`config.mk`:
```
export PLATFORM = sky130hd
export DESIGN_NAME = io_poll_master_flat
export DESIGN_NICKNAME = d
export VERILOG_FILES = /design/src/rtl/io_poll_master_if.sv /design/src/rtl/io_poll_master.sv /design/src/flat_wrapper.sv
export SDC_FILE = /design/constraint.sdc
export NUM_CORES = 1
export LEC_CHECK = 0
export ABC_CLOCK_PERIOD_IN_PS = 1830
export BUFFER_PORTS_ARGS = -buffer_cell sky130_fd_sc_hd__buf_2
export CORE_ASPECT_RATIO = 0.9
export CORE_MARGIN = 4
export CORE_UTILIZATION = 30
export DETAILED_ROUTE_END_ITERATION = 8
export PLACE_DENSITY_LB_ADDON = 0.2
export SYNTH_ARGS = -nofsm -noshare
export SYNTH_HDL_FRONTEND = slang
export SYNTH_SLANG_ARGS = --single-unit
```
`constraint.sdc`:
```
create_clock -name clk -period 1.83 [get_ports clk]
set_input_delay 0.2745 -clock clk [delete_from_list [all_inputs] [get_ports clk]]
set_output_delay 0.2745 -clock clk [all_outputs]
set_load 0.01 [all_outputs]
```
`src/rtl/io_poll_master_if.sv`:
```
// Bus and stream bundle between the I/O poll master and its neighbours:
// the switch/LED peripheral bus, the switch-word output stream and the LED
// input stream.
interface io_poll_master_if;
  logic        io_read;
  logic        io_write;
  logic [1:0]  io_addr;
  logic [31:0] io_wdata;
  logic [31:0] io_rdata;
  logic        sw_valid;
  logic        sw_ready;
  logic [15:0] sw_data;
  logic        led_valid;
  logic        led_ready;
  logic [11:0] led_data;

  modport master (
    output io_read, io_write, io_addr, io_wdata, sw_valid, sw_data, led_ready,
    input  io_rdata, sw_ready, led_valid, led_data
  );

  modport slave (
    input  io_read, io_write, io_addr, io_wdata, sw_valid, sw_data, led_ready,
    output io_rdata, sw_ready, led_valid, led_data
  );
endinterface

```
`src/rtl/io_poll_master.sv`:
```
// I/O poll master: periodically reads the peripheral status word and, when
// new input is flagged, fetches the 16-bit switch value as two byte reads
// and offers it on a valid/ready stream. LED words from a producer stream
// are written to the LED register, with priority over polling. All bus
// outputs are decoded from the state register only.
module io_poll_master #(
  parameter int POLL_INTERVAL  = 16,
  parameter bit ONLY_ON_CHANGE = 1'b1
) (
  input  logic              clk,
  input  logic              rst,
  io_poll_master_if.master  bus,
  output logic              busy
);

  localparam int CW = $clog2(POLL_INTERVAL);
  localparam logic [CW-1:0] CNT_MAX = CW'(POLL_INTERVAL - 1);

  typedef enum logic [3:0] {
    S_IDLE, S_WR_LED, S_RD_STAT, S_CAP_STAT, S_RD_LO, S_CAP_LO,
    S_RD_HI, S_CAP_HI, S_EMIT
  } state_t;

  state_t          state, state_nxt;
  logic [CW-1:0]   poll_cnt;
  logic [7:0]      lo_byte;
  logic [15:0]     sw_word;
  logic [15:0]     last_word;
  logic            have_last;
  logic [15:0]     assembled;
  logic            poll_due;
  logic            suppress;
  logic            unused_rdata;

  assign assembled    = {bus.io_rdata[7:0], lo_byte};
  assign poll_due     = (poll_cnt == CNT_MAX);
  assign suppress     = ONLY_ON_CHANGE && have_last && (assembled == last_word);
  assign unused_rdata = ^bus.io_rdata[31:8];

  // State register; reset aborts any bus sequence at once.
  always_ff @(posedge clk or negedge rst) begin
    if (!rst) state <= S_IDLE;
    else      state <= state_nxt;
  end

  // Next-state: LED writes win over polling; status bit 1 flags new input.
  always_comb begin
    state_nxt = state;
    case (state)
      S_IDLE: begin
        if (bus.led_valid)  state_nxt = S_WR_LED;
        else if (poll_due)  state_nxt = S_RD_STAT;
      end
      S_WR_LED:   state_nxt = S_IDLE;
      S_RD_STAT:  state_nxt = S_CAP_STAT;
      S_CAP_STAT: state_nxt = bus.io_rdata[1] ? S_RD_LO : S_IDLE;
      S_RD_LO:    state_nxt = S_CAP_LO;
      S_CAP_LO:   state_nxt = S_RD_HI;
      S_RD_HI:    state_nxt = S_CAP_HI;
      S_CAP_HI:   state_nxt = suppress ? S_IDLE : S_EMIT;
      S_EMIT:     state_nxt = bus.sw_ready ? S_IDLE : S_EMIT;
      default:    state_nxt = S_IDLE;
    endcase
  end

  // Moore output decode: at most one strobe per state, address idles at 00.
  always_comb begin
    bus.io_read   = 1'b0;
    bus.io_write  = 1'b0;
    bus.io_addr   = 2'b00;
    bus.io_wdata  = 32'd0;
    bus.led_ready = 1'b0;
    bus.sw_valid  = 1'b0;
    case (state)
      S_WR_LED: begin
        bus.io_write  = 1'b1;
        bus.io_addr   = 2'b01;
        bus.io_wdata  = {20'd0, bus.led_data};
        bus.led_ready = 1'b1;
      end
      S_RD_STAT: bus.io_read = 1'b1;
      S_RD_LO: begin
        bus.io_read = 1'b1;
        bus.io_addr = 2'b10;
      end
      S_RD_HI: begin
        bus.io_read = 1'b1;
        bus.io_addr = 2'b11;
      end
      S_EMIT:  bus.sw_valid = 1'b1;
      default: ;
    endcase
  end

  assign busy        = (state != S_IDLE);
  assign bus.sw_data = sw_word;

  // Poll counter: only advances in IDLE, saturates, clears when a poll starts.
  always_ff @(posedge clk or negedge rst) begin
    if (!rst) begin
      poll_cnt <= '0;
    end else if (state == S_IDLE) begin
      if (!bus.led_valid && poll_due) poll_cnt <= '0;
      else if (!poll_due)             poll_cnt <= poll_cnt + 1'b1;
    end
  end

  // Low switch byte holding register; only meaningful once CAP_LO has run.
  always_ff @(posedge clk) begin
    if (state == S_CAP_LO) lo_byte <= bus.io_rdata[7:0];
  end

  // Assembled word and last-emitted tracking for change suppression.
  always_ff @(posedge clk or negedge rst) begin
    if (!rst) begin
      sw_word   <= 16'd0;
      last_word <= 16'd0;
      have_last <= 1'b0;
    end else begin
      if (state == S_CAP_HI) sw_word <= assembled;
      if (state == S_EMIT && bus.sw_ready) begin
        last_word <= sw_word;
        have_last <= 1'b1;
      end
    end
  end

endmodule

```
`src/flat_wrapper.sv`:
```
// flat-port wrapper written by rule: the top's interface ports become plain ports
module io_poll_master_flat 
#(
  parameter int POLL_INTERVAL  = 16,
  parameter bit ONLY_ON_CHANGE = 1'b1
)
  (clk, rst, busy, bus_io_read, bus_io_write, bus_io_addr, bus_io_wdata, bus_sw_valid, bus_sw_data, bus_led_ready, bus_io_rdata, bus_sw_ready, bus_led_valid, bus_led_data);
  io_poll_master_if bus_i ();
  input  logic clk;
  input  logic rst;
  output logic busy;
  output wire logic [$bits(bus_i.io_read)-1:0] bus_io_read;
  output wire logic [$bits(bus_i.io_write)-1:0] bus_io_write;
  output wire logic [$bits(bus_i.io_addr)-1:0] bus_io_addr;
  output wire logic [$bits(bus_i.io_wdata)-1:0] bus_io_wdata;
  output wire logic [$bits(bus_i.sw_valid)-1:0] bus_sw_valid;
  output wire logic [$bits(bus_i.sw_data)-1:0] bus_sw_data;
  output wire logic [$bits(bus_i.led_ready)-1:0] bus_led_ready;
  input wire logic [$bits(bus_i.io_rdata)-1:0] bus_io_rdata;
  input wire logic [$bits(bus_i.sw_ready)-1:0] bus_sw_ready;
  input wire logic [$bits(bus_i.led_valid)-1:0] bus_led_valid;
  input wire logic [$bits(bus_i.led_data)-1:0] bus_led_data;
  assign bus_io_read = bus_i.io_read;
  assign bus_io_write = bus_i.io_write;
  assign bus_io_addr = bus_i.io_addr;
  assign bus_io_wdata = bus_i.io_wdata;
  assign bus_sw_valid = bus_i.sw_valid;
  assign bus_sw_data = bus_i.sw_data;
  assign bus_led_ready = bus_i.led_ready;
  assign bus_i.io_rdata = bus_io_rdata;
  assign bus_i.sw_ready = bus_sw_ready;
  assign bus_i.led_valid = bus_led_valid;
  assign bus_i.led_data = bus_led_data;
  io_poll_master #(.POLL_INTERVAL(POLL_INTERVAL), .ONLY_ON_CHANGE(ONLY_ON_CHANGE)) u_core (.clk(clk), .rst(rst), .bus(bus_i), .busy(busy));
endmodule
```
==> run_results.csv, run 1 <==
group,metric,value,unit
power_and_ir_drop,power_frac_comb,42.8,%
clock_tree,clk_path_buf_depth,2,
global_routing,grt_pass1_vias,1463,
run,max_cap_violations,0,
setup_path,start_kind,"register",
placed_design,hpwl,3400,um
setup_path,path_class,"register to output pin",
routing,via_count,1511,
setup_path,reg2reg_depth,6,
setup_path,required,1.56,ns
setup_path,critPathMaxStageDelay,0.48,ns
global_routing,grt-ovfl-total,0,
setup_path,worstReg2RegStart,"u_core.state[1]",
final_layout,drive_above_1_share,44.6,%
setup_path,arrival,1.51,ns
setup_path,cp.depth,3,
global_routing,antenna_found_initial,0,
setup_path,cp-endpoint,"bus_io_addr[0]",
sta,tns,0,ns
routing,routed_wl,4770,um
synth,async_flop_share,83.7,%
power_and_ir_drop,leakage,1.47,nW
sta,rsz0062_at_grt,"yes",
global_routing,grt_pass1_wl,7570,um
sta,drv_slew,0,
run_status,outcome,"finished, final reports clean",
sta,post-route-period-util,97.6,%
setup_path,rr_endpoint,"u_core.poll_cnt[3]",
synth,yosys_warnings,0,
routing,firstDrtPassIters,4,
setup_path,path_max_fanout,6,
synth,avgSynthCellArea,13.1,um^2
sta,fin_crit,1.79,ns
synth,synthCells,188,
global_routing,grt_util_all_layers,9.99,%
setup_path,cp_num_buf_inv,1,
clock_tree,clkLatencyLatePin,0.30,ns
final_layout,final_area,2910,um^2
setup_path,crit_slowest_cell,"dfrtp_2",
final_layout,nNetsFinal,306,
final_layout,final_common_cell,"buf_2",
setup_path,crit_path_end_kind,"output pin",
placed_design,dp_slack,0.214,ns
final_layout,syn_to_final_growth,18.5,%
die,die_w,103,um
die,coreArea,7990,um^2
clock_tree,h-tree-depth,2,
sta,holdWs,0.0300,ns
power_and_ir_drop,power_density,1530,nW/um^2
sta,fmax,560,MHz
setup_path,crit_chain,"or3b_2 -> a21oi_2 -> buf_2",
setup_path,crit_family,"flip-flops",
synth,ys_seq_elements,49,
power_and_ir_drop,switchingPower,1.57,mW
placed_design,port_buffers,58,
power_and_ir_drop,max-vdd-ir-drop,0.510,mV
synth,ys_types,35,
setup_path,critPathLaunch,"u_core.state[2]",
clock_tree,clkTransAtPathRegs,0.09,ns
routing,routedWlPerCell,13.4,um
die,dieArea,9700,um^2
synth,syn_area,2450,um^2
clock_tree,cts_root_buffer,"clkbuf_8",
power_and_ir_drop,p_int,2.87,mW
routing,drt_iter0_drc,62,
synth,ys_seq_area_share,51.6,%
power_and_ir_drop,p_clk_share,14.5,%
placed_design,postPlaceCellArea,2790,um^2
routing,drc,0,
power_and_ir_drop,sequentialPowerShare,42.7,%
die,num_rows,31,
synth,synth_edf_count,8,
sta,max_slew_margin,63.8,%
placed_design,place.gp.congestion,0.743,
sta,hold_viol_final,0,
clock_tree,cts_sinks,49,
final_layout,diodes,0,
sta,setup_violations,0,
final_layout,final_cell_mix,"59 x buf_2, 39 x dfrtp_1, 20 x conb_1",
sta,setup_slack,0.0447,ns
die,start_util,30.7,%
die,die_y,93.8,um
routing,viasPerCell,4.23,
sta,tightest_slew,0.544,ns
power_and_ir_drop,switching_share,35.3,%
clock_tree,cts_tree,"built",
hold_path,hp-class,"input port to async pin",
synth,synth_ff_type,"dfrtp_1",
power_and_ir_drop,finalPower,4.44,mW
clock_tree,cts-buffers-inserted,5,
global_routing,grt_max_degree,42,
clock_tree,cts_hold_buf,0,
routing,antenna_left,0,
setup_path,rrSetupSlack,0.20,ns
die,ioPinCount,103,
sta,finClkSkew,0.00623,ns
kinds of logic after synthesis:
family | share of synthesized area, %
AO/OA/AOI/OAI | 3.92
XOR/XNOR | 5.71
buffers and inverters | 9.63
AND/OR/NAND/NOR | 12.4
adder cells (fa/ha/maj) | 0.510
multiplexers | 16.1
flip-flops | 51.6
other | 0.153
flip-flops by register name, summed over array words and instances (netlist names):
register            cells
u_core.poll_cnt         4
u_core.bus.sw_data     16
u_core.have_last        1
u_core.state            4
u_core.last_word       16
u_core.lo_byte          8
area by class of cell:
cell class                 count  area [um^2]
sequential                    49         1270
clock inverter                 2         8.76
timing repair buffer          71          385
clock buffer                   6         82.6
tap                           99          124
multi-input combinational    128         1030
inverter                       2         7.51
fill                         805         5080
stage by stage:
stage / cells / utilization, %
finish: 357 / 36.4
global route: 357 / 36.4
CTS: 356 / 36.3
detailed placement: 346 / 34.9
global placement: 346 / 34.9
floorplan: 207 / -
synth_stat cells, types with 3 or more instances:
cell,count,area share [%]
nor2_1,4,0.61
nor3_1,5,1.0
dfrtp_1,41,42
buf_4,21,6.4
mux2_4,9,5.5
edfxtp_1,8,9.8
nand2b_1,3,0.76
nor4_1,3,0.76
nand2_1,5,0.76
mux2_1,4,1.8
and2_1,13,3.3
mux2_2,19,8.7
a21oi_1,5,1.0
buf_6,6,2.8
xor2_1,15,5.4
a31oi_1,3,0.76
worst min path at each step:
stage,startpoint,to,slack [ns],cells after the start
2_1_floorplan,rst,u_core.bus.sw_data[0],-0.02,0
3_3_place_gp,rst,u_core.last_word[7],0.38,2
3_5_place_dp,rst,u_core.last_word[7],0.38,2
4_1_cts,rst,u_core.last_word[7],0.05,2
5_1_grt,rst,u_core.last_word[7],0.08,2
6_report,rst,u_core.bus.sw_data[8],0.03,2
what timing repair did:
action | CTS | global route
gates resized for setup | 3 | 2
buffers inserted | 1 | 1
pin swaps | 0 | 1
cloned | 1 | 0
setup endpoints to repair | 13 | 14
power by group through the flow:
stage / clock [mW] / sequential (mW) / combinational, mW
after global placement: 0 / 1.92 / 1.83
after floorplan: 0 / 1.94 / 1.25
after global routing: 0.726 / 1.98 / 2.09
after CTS: 0.676 / 1.90 / 1.91
after detailed placement: 0 / 1.93 / 1.86
final: 0.646 / 1.90 / 1.90
layer usage:
layer | vias to the layer above | global-route usage, % | wire [um]
met5 | - | 0 | 0
li1 | 746 | - | -
met1 | 724 | 15.2 | 2400
met3 | 6 | 1.86 | 166
met2 | 35 | 13.9 | 2130
met4 | 0 | 3.56 | 72
(Power assumes the default switching activity.)
==> run 2: changes to the inputs <==
Settings changed: GPL_TIMING_DRIVEN set to 0.
==> run_results.csv, run 2 (synthesized netlist as in run 1, its figures left out) <==
group,metric,value,unit
run_status,outcome,"finished, final reports clean",
global_routing,antenna_found_initial,0,
clock_tree,cts-buffers-inserted,5,
routing,firstDrtPassIters,4,
final_layout,drive_above_1_share,50.7,%
sta,drv_slew,0,
clock_tree,clkLatencyLatePin,0.29,ns
global_routing,grt_max_degree,42,
hold_path,hp-class,"input port to async pin",
sta,fin_crit,1.76,ns
setup_path,crit_path_end_kind,"output pin",
die,ioPinCount,103,
sta,tns,0,ns
die,coreArea,7990,um^2
sta,fmax,568,MHz
placed_design,hpwl,3620,um
routing,antenna_left,0,
routing,drc,0,
power_and_ir_drop,power_density,1490,nW/um^2
die,die_y,93.8,um
placed_design,postPlaceCellArea,2940,um^2
setup_path,required,1.56,ns
placed_design,place.gp.congestion,0.763,
final_layout,final_common_cell,"buf_2",
setup_path,path_max_fanout,10,
routing,via_count,1608,
final_layout,syn_to_final_growth,29.9,%
die,dieArea,9700,um^2
routing,routedWlPerCell,13.0,um
sta,max_slew_margin,37.1,%
global_routing,grt_pass1_wl,8110,um
final_layout,nNetsFinal,332,
sta,post-route-period-util,96.2,%
setup_path,path_class,"register to output pin",
power_and_ir_drop,max-vdd-ir-drop,0.607,mV
clock_tree,clkTransAtPathRegs,0.08,ns
clock_tree,cts_sinks,49,
sta,tightest_slew,0.943,ns
sta,rsz0062_at_grt,"yes",
setup_path,start_kind,"register",
run,max_cap_violations,0,
clock_tree,h-tree-depth,2,
die,num_rows,31,
placed_design,port_buffers,58,
sta,setup_slack,0.0702,ns
die,die_w,103,um
sta,hold_viol_final,0,
final_layout,final_area,3190,um^2
power_and_ir_drop,leakage,1.64,nW
sta,setup_violations,0,
final_layout,diodes,0,
final_layout,final_util,39.9,%
clock_tree,clk_path_buf_depth,2,
sta,finClkSkew,0.00794,ns
routing,drt_iter0_drc,55,
final_layout,final_cell_mix,"55 x buf_2, 39 x dfrtp_1, 31 x buf_4",
placed_design,dp_slack,-0.0489,ns
global_routing,grt_pass1_vias,1611,
clock_tree,cts_tree,"built",
routing,viasPerCell,4.20,
die,start_util,30.7,%
global_routing,grt-ovfl-total,0,
setup_path,arrival,1.49,ns
clock_tree,cts_root_buffer,"clkbuf_8",
global_routing,grt_util_all_layers,10.8,%
setup_path,rrSetupSlack,0.13,ns
placed_design,place_inst,364,
routing,routed_wl,4980,um
final_layout,stdcell_count,383,
run 2: metrics by stage:
step	hold WS, ns	total power [mW]
6_report	0.123	4.75
5_1_grt	0.191	5.13
4_1_cts	0.159	4.72
3_5_place_dp	0.458	3.82
3_3_place_gp	0.450	3.78
2_1_floorplan	-0.0211	3.19
run 2: repair_timing:
action                                  CTS  global route
resized for setup                        13             6
cloned                                    1             0
setup buffers                             8             3
pin swaps                                 6             5
endpoints found under the setup margin   16            23
hold buffers                              0             0
run 2: worst paths after layout:
check                                 start                     to  cells after the start
hold reg to reg            u_core.have_last       u_core.have_last                      1
setup reg to reg            u_core.state[0]      u_core.lo_byte[6]                      4
min in group clk            bus_io_rdata[7]      u_core.lo_byte[7]                      1
max in group asynchronous               rst        u_core.state[0]                      1
setup / recovery            u_core.state[2]        bus_io_wdata[2]                      5
hold / removal                          rst  u_core.bus.sw_data[7]                      1
run 2: layer usage:
layer  share of wire, %  GRT usage [%]
met1                 46           15.1
met3                4.3           2.15
met5                  0              0
met2                 49           16.7
met4               0.88           3.24
run 2: cell type report:
cell class	instances	area, um^2
sequential	49	1270
inverter	2	7.51
tap	99	124
multi-input combinational	128	1050
timing repair buffer	70	415
fill	789	4800
clock buffer	8	90.1
buffer	27	228
run 2: report_power, final:
group	switching, mW	internal [mW]	total, mW
clock network	0.333	0.309	0.642
logic	0.979	1.25	2.23
registers	0.315	1.56	1.87
run 2: critical path, stage by stage, from the launching register on:
cell,delay (ns)
dfrtp_2,0.41
buf_6,0.15
nor3_4,0.22
clkbuf_8,0.18
and2_1,0.11
buf_2,0.12
